--- src/rtl/cpsr_flag_ctrl.sv ---
// Flag-hazard controller between decode and the CPSR register.
// Tracks in-flight flag-setting instructions from execute to writeback, forwards their
// NZCV results to the decode condition check, stalls decode while the flags it needs are
// still in execute, and drives the CPSR per-flag write enables at commit.
module cpsr_flag_ctrl #(
    parameter int unsigned DEPTH  = 3,  // stage 0 = execute, stage DEPTH-1 = commit (2..6)
    parameter int unsigned FLAGSW = 4,  // bit 3=N, 2=Z, 1=C, 0=V
    parameter int unsigned CNTW   = 16
) (
    input  logic              clk,
    input  logic              rst_n,
    input  logic              id_valid,
    input  logic [3:0]        id_cond,
    input  logic              id_setflags,
    input  logic [FLAGSW-1:0] id_mask,
    output logic              id_stall,
    output logic              id_pass,
    input  logic [FLAGSW-1:0] ex_flags,
    input  logic              ex_kill,
    input  logic [FLAGSW-1:0] cpsr_flags,
    output logic [FLAGSW-1:0] shouldsetcpsr,
    output logic [FLAGSW-1:0] cpsrwd,
    output logic [CNTW-1:0]   stall_cnt
);

    localparam logic [3:0] CondAl = 4'b1110;

    logic [DEPTH-1:0]  v_q, v_d;
    logic [FLAGSW-1:0] mask_q  [DEPTH];
    logic [FLAGSW-1:0] mask_d  [DEPTH];
    logic [FLAGSW-1:0] flags_q [DEPTH];
    logic [FLAGSW-1:0] flags_d [DEPTH];
    logic [CNTW-1:0]   stall_cnt_q, stall_cnt_d;

    logic [FLAGSW-1:0] fwd;
    logic              cond_ok;
    logic              issue;
    logic              n_f, z_f, c_f, v_f;

    // Forwarded flags: committed CPSR overlaid oldest-to-newest so the newest entry wins.
    // Stage 0 has no ALU result yet, so it never contributes.
    always_comb begin
        fwd = cpsr_flags;
        for (int i = int'(DEPTH) - 1; i >= 1; i--) begin
            if (v_q[i]) begin
                fwd = (fwd & ~mask_q[i]) | (flags_q[i] & mask_q[i]);
            end
        end
    end

    // ARM condition evaluation on the forwarded flags.
    always_comb begin
        n_f = fwd[3];
        z_f = fwd[2];
        c_f = fwd[1];
        v_f = fwd[0];
        cond_ok = 1'b0;
        case (id_cond)
            4'b0000: cond_ok = z_f;
            4'b0001: cond_ok = !z_f;
            4'b0010: cond_ok = c_f;
            4'b0011: cond_ok = !c_f;
            4'b0100: cond_ok = n_f;
            4'b0101: cond_ok = !n_f;
            4'b0110: cond_ok = v_f;
            4'b0111: cond_ok = !v_f;
            4'b1000: cond_ok = c_f & !z_f;
            4'b1001: cond_ok = !c_f | z_f;
            4'b1010: cond_ok = (n_f == v_f);
            4'b1011: cond_ok = (n_f != v_f);
            4'b1100: cond_ok = !z_f & (n_f == v_f);
            4'b1101: cond_ok = z_f | (n_f != v_f);
            4'b1110: cond_ok = 1'b1;
            default: cond_ok = 1'b0;  // reserved "never"
        endcase
    end

    // Hazard stall and issue qualification; a killed execute entry cannot cause a stall.
    always_comb begin
        id_stall = id_valid & (id_cond != CondAl) & v_q[0] & !ex_kill;
        id_pass  = cond_ok & !id_stall;
        issue    = id_valid & !id_stall;
    end

    // Next-state of the tracking pipeline; it shifts every cycle, bubbles enter on no-issue.
    always_comb begin
        v_d[0]     = issue & id_setflags & id_pass;
        mask_d[0]  = issue ? id_mask : '0;
        flags_d[0] = '0;
        v_d[1]     = v_q[0] & !ex_kill;
        mask_d[1]  = mask_q[0];
        flags_d[1] = ex_flags;
        for (int i = 2; i < int'(DEPTH); i++) begin
            v_d[i]     = v_q[i-1];
            mask_d[i]  = mask_q[i-1];
            flags_d[i] = flags_q[i-1];
        end
        stall_cnt_d = stall_cnt_q;
        if (id_stall && (stall_cnt_q != '1)) begin
            stall_cnt_d = stall_cnt_q + CNTW'(1);
        end
    end

    // State registers; reset drops every in-flight flag update.
    always_ff @(posedge clk or negedge rst_n) begin
        if (!rst_n) begin
            v_q         <= '0;
            stall_cnt_q <= '0;
            for (int i = 0; i < int'(DEPTH); i++) begin
                mask_q[i]  <= '0;
                flags_q[i] <= '0;
            end
        end else begin
            v_q         <= v_d;
            stall_cnt_q <= stall_cnt_d;
            for (int i = 0; i < int'(DEPTH); i++) begin
                mask_q[i]  <= mask_d[i];
                flags_q[i] <= flags_d[i];
            end
        end
    end

    // Commit port straight from the last stage register.
    always_comb begin
        shouldsetcpsr = v_q[DEPTH-1] ? mask_q[DEPTH-1] : '0;
        cpsrwd        = flags_q[DEPTH-1];
        stall_cnt     = stall_cnt_q;
    end

endmodule

--- config.mk ---
export PLATFORM = sky130hd
export DESIGN_NAME = cpsr_flag_ctrl
export DESIGN_NICKNAME = d
export VERILOG_FILES = /design/src/rtl/cpsr_flag_ctrl.sv
export SDC_FILE = /design/constraint.sdc
export NUM_CORES = 1
export LEC_CHECK = 0
export ABC_AREA = 0
export BUFFER_PORTS_ARGS = -buffer_cell sky130_fd_sc_hd__buf_2
export CAP_MARGIN = 20
export CORE_ASPECT_RATIO = 0.9
export CORE_MARGIN = 5
export CORE_UTILIZATION = 52
export DETAILED_ROUTE_END_ITERATION = 10
export PLACE_DENSITY = 0.8
export SKIP_CTS_REPAIR_TIMING = 1
export SYNTH_ARGS = -nofsm -noshare
export SYNTH_HDL_FRONTEND = slang
export SYNTH_SLANG_ARGS = --single-unit
--- constraint.sdc ---
create_clock -name clk -period 2.29 [get_ports clk]
set_input_delay 0.458 -clock clk [delete_from_list [all_inputs] [get_ports clk]]
set_output_delay 0.458 -clock clk [all_outputs]
set_load 0.01 [all_outputs]
==> flow_summary.ini <==
[worst_setup_path]
startpoint_type = register
crit_chain = and3_4 > o31ai_4 > nand3_1 > o21ai_2 > mux2i_1 > a31oi_1 > buf_2
path_max_fanout = 7
reg2reg_from = v_q[2]
worstPathArrival_ns = 2.06
crit_path_end_kind = output pin
reg2regPathDepth = 6
cpMaxStageDelayCell = dfrtp_2
worstReg2RegEnd = v_q[0]
rrSetupSlack_ns = 0.54
worstSetupPathType = reg -> out
required_ns = 1.83
critPathMaxStageDelay_ns = 0.46

[layout]
final_common_cell = buf_2
drive_gt1_share_pct = 41.5
fin_nets = 226
layout.cells.non_filler = 249
antennaDiodeCount = 0
layout_common_cells = 46 x buf_2, 37 x dfrtp_1, 12 x nand3_1, 12 x nand2_1, 9 x xor2_1
syn2layout_area_growth_pct = 23.2

[drt]
viasPerCell = 5.47
routed_wl_um = 3890
first_pass_iters = 4
drt_iter0_drc = 72
detail-route-antenna-nets = 0
vias = 1361
wire_per_inst_um = 15.6
remaining_drc_errors = 0

[synth]
syn-num-nets = 174
ys_warn_count = 0
avgSynthCellArea_um2 = 12.1
post_synth_num_cell_types = 45
ys_ff_latch = 39
syn_inst = 152
syn_area_um2 = 1840
yosysSeqAreaShare_pct = 53.0

[pwr]
share_comb_of_total_power_pct = 11.8
netSwitchingFraction_pct = 25.6
leakage_nw = 1.14
pwr-share-seq_pct = 50.2
ir_drop_mv = 0.487
power_density_nw_per_um2 = 677
p_clk_share_pct = 38.0
intPower_mw = 1.14
p_switching_mw = 0.393

[global_routing]
busiest_layer = met2
grt_use_total_pct = 17.7
antenna_found_initial = 0
overflow = 0
grt_pass1_wl_um = 6510
use_met1_pct = 19.2
grt_pass1_vias = 1406
grt_use_met2_pct = 30.5
grt_use_met3_pct = 6.33
grt_max_degree = 40

[clock_network]
cts_buffers = 5
cts.path.max_buffers = 2
path_clk_slew_ns = 0.07
cts_max_level = 2
cts-root-buf = clkbuf_8
cts_tree = built
numClockSinks = 39
worstSkewPairLatency_ns = 0.29

[placement]
port_buffers = 46
dp_cells = 240
hpwl_um = 2780
place.gp.congestion = 0.819
dp_slack_ns = -0.0213

[sta]
finClkSkew_ns = 0.00749
slew_violations = 0
fin_tns_setup_ns = -0.228
clock.fmax_mhz = 397
hold_viol = 0
setup_ws_ns = -0.228
maxSlewHeadroom_pct = 44.5
worst_pin_slew_ns = 0.833
setup_viol = 1
hold_ws_ns = 0.264
grt_setup_unrepaired = yes
post-route-period-util_pct = 110
fin_crit_ns = 2.52

[floorplanning]
io_pins = 47
rows = 20
start_util_pct = 54.2
core_region_area_um2 = 3400
die_h_um = 66.5
dieArea_um2 = 4840
die_w_um = 72.8

[outcome]
violations = negative setup slack
status = complete, but fails checks

[run]
drv_cap = 0

[min_path]
hold_class = in -> async
## critical path: cells and delay by family (launching register included)
family                 cells  cell delay, ns
AO/OA/AOI/OAI              3            0.58
flip-flops                 1            0.46
AND/OR/NAND/NOR            2            0.33
multiplexers               1            0.26
buffers and inverters      1            0.15
## synthesized netlist by cell type, drive strengths merged
cell type  instances  area (um^2)
dfrtp             39          976
nand2             14         62.6
nand3             13         65.1
xor2               9         78.8
and3               8         60.1
xnor2              8         70.1
a31oi              6         58.8
and2               6         40.0
inv                5         18.8
nor2               5         21.3
nor3               5         40.0
a21bo              3         30.0
and3b              3         26.3
and4               3         31.3
buf                3         26.3
mux2i              2         20.0
nand3b             2         15.0
o211ai             2         28.8
o21ai              2         10.0
a21boi             1         7.51
a21oi              1         5.00
a311oi             1         26.3
a32oi              1         8.76
a41oi              1         27.5
and2b              1         8.76
clkbuf             1         3.75
ha                 1         12.5
mux2               1         11.3
nand4              1         6.26
nor3b              1         7.51
o221ai             1         8.76
o31ai              1         21.3
o41ai              1         8.76
## cell families after synthesis
kind of cell,share of synthesized area [%]
AO/OA/AOI/OAI,13.1
XOR/XNOR,8.08
adder cells (fa/ha/maj),0.679
buffers and inverters,2.65
flip-flops,53.0
multiplexers,1.70
AND/OR/NAND/NOR,20.8
## power by group through the flow
stage	clock network [mW]	registers [mW]	logic, mW
3_5_place_dp	0	0.785	0.177
6_report	0.584	0.772	0.181
4_1_cts	0.598	0.772	0.178
5_1_grt	0.628	0.781	0.200
3_3_place_gp	0	0.780	0.167
2_1_floorplan	0	0.789	0.0859
## through the flow
step / cell area, um^2 / utilization, % / total power, mW
6_report: 2270 / 66.7 / 1.54
5_1_grt: 2270 / 66.7 / 1.61
4_1_cts: 2230 / 65.5 / 1.55
3_5_place_dp: 2110 / 62.1 / 0.962
3_3_place_gp: 2110 / 62.1 / 0.947
2_1_floorplan: 1840 / - / 0.875
## how the worst max path moves through the flow
stage                              from       to  slack, ns  depth (start not counted)
after floorplan           cpsr_flags[0]  id_pass       0.29                          6
after global placement    cpsr_flags[0]  id_pass       0.09                          8
after detailed placement         v_q[2]  id_pass      -0.02                          7
after CTS                        v_q[2]  id_pass      -0.34                          7
after global routing             v_q[2]  id_pass      -0.35                          8
final                            v_q[2]  id_pass      -0.23                          7
## layer usage
layer / wire length (um) / part of all wire [%] / vias up
li1: - / - / 640
met1: 1500 / 39 / 650
met2: 1990 / 51 / 58
met3: 300 / 7.7 / 13
met4: 95 / 2.4 / 0
met5: 0 / 0 / -
## state kept, by name (all words and copies together) (netlist names)
register / cells
stall_cnt: 16
mask_q: 4
flags_d: 4
cpsrwd: 4
mask_d: 8
v_q: 3
## area by class of cell
cell class	count	area [um^2]
clock inverters	3	47.5
fillers	276	1130
inverters	5	18.8
multi-input cells	104	845
flip-flops and latches	39	978
well taps	44	55.1
clock buffers	5	68.8
repair buffers	49	256
Power figures use the tool's default switching activity.
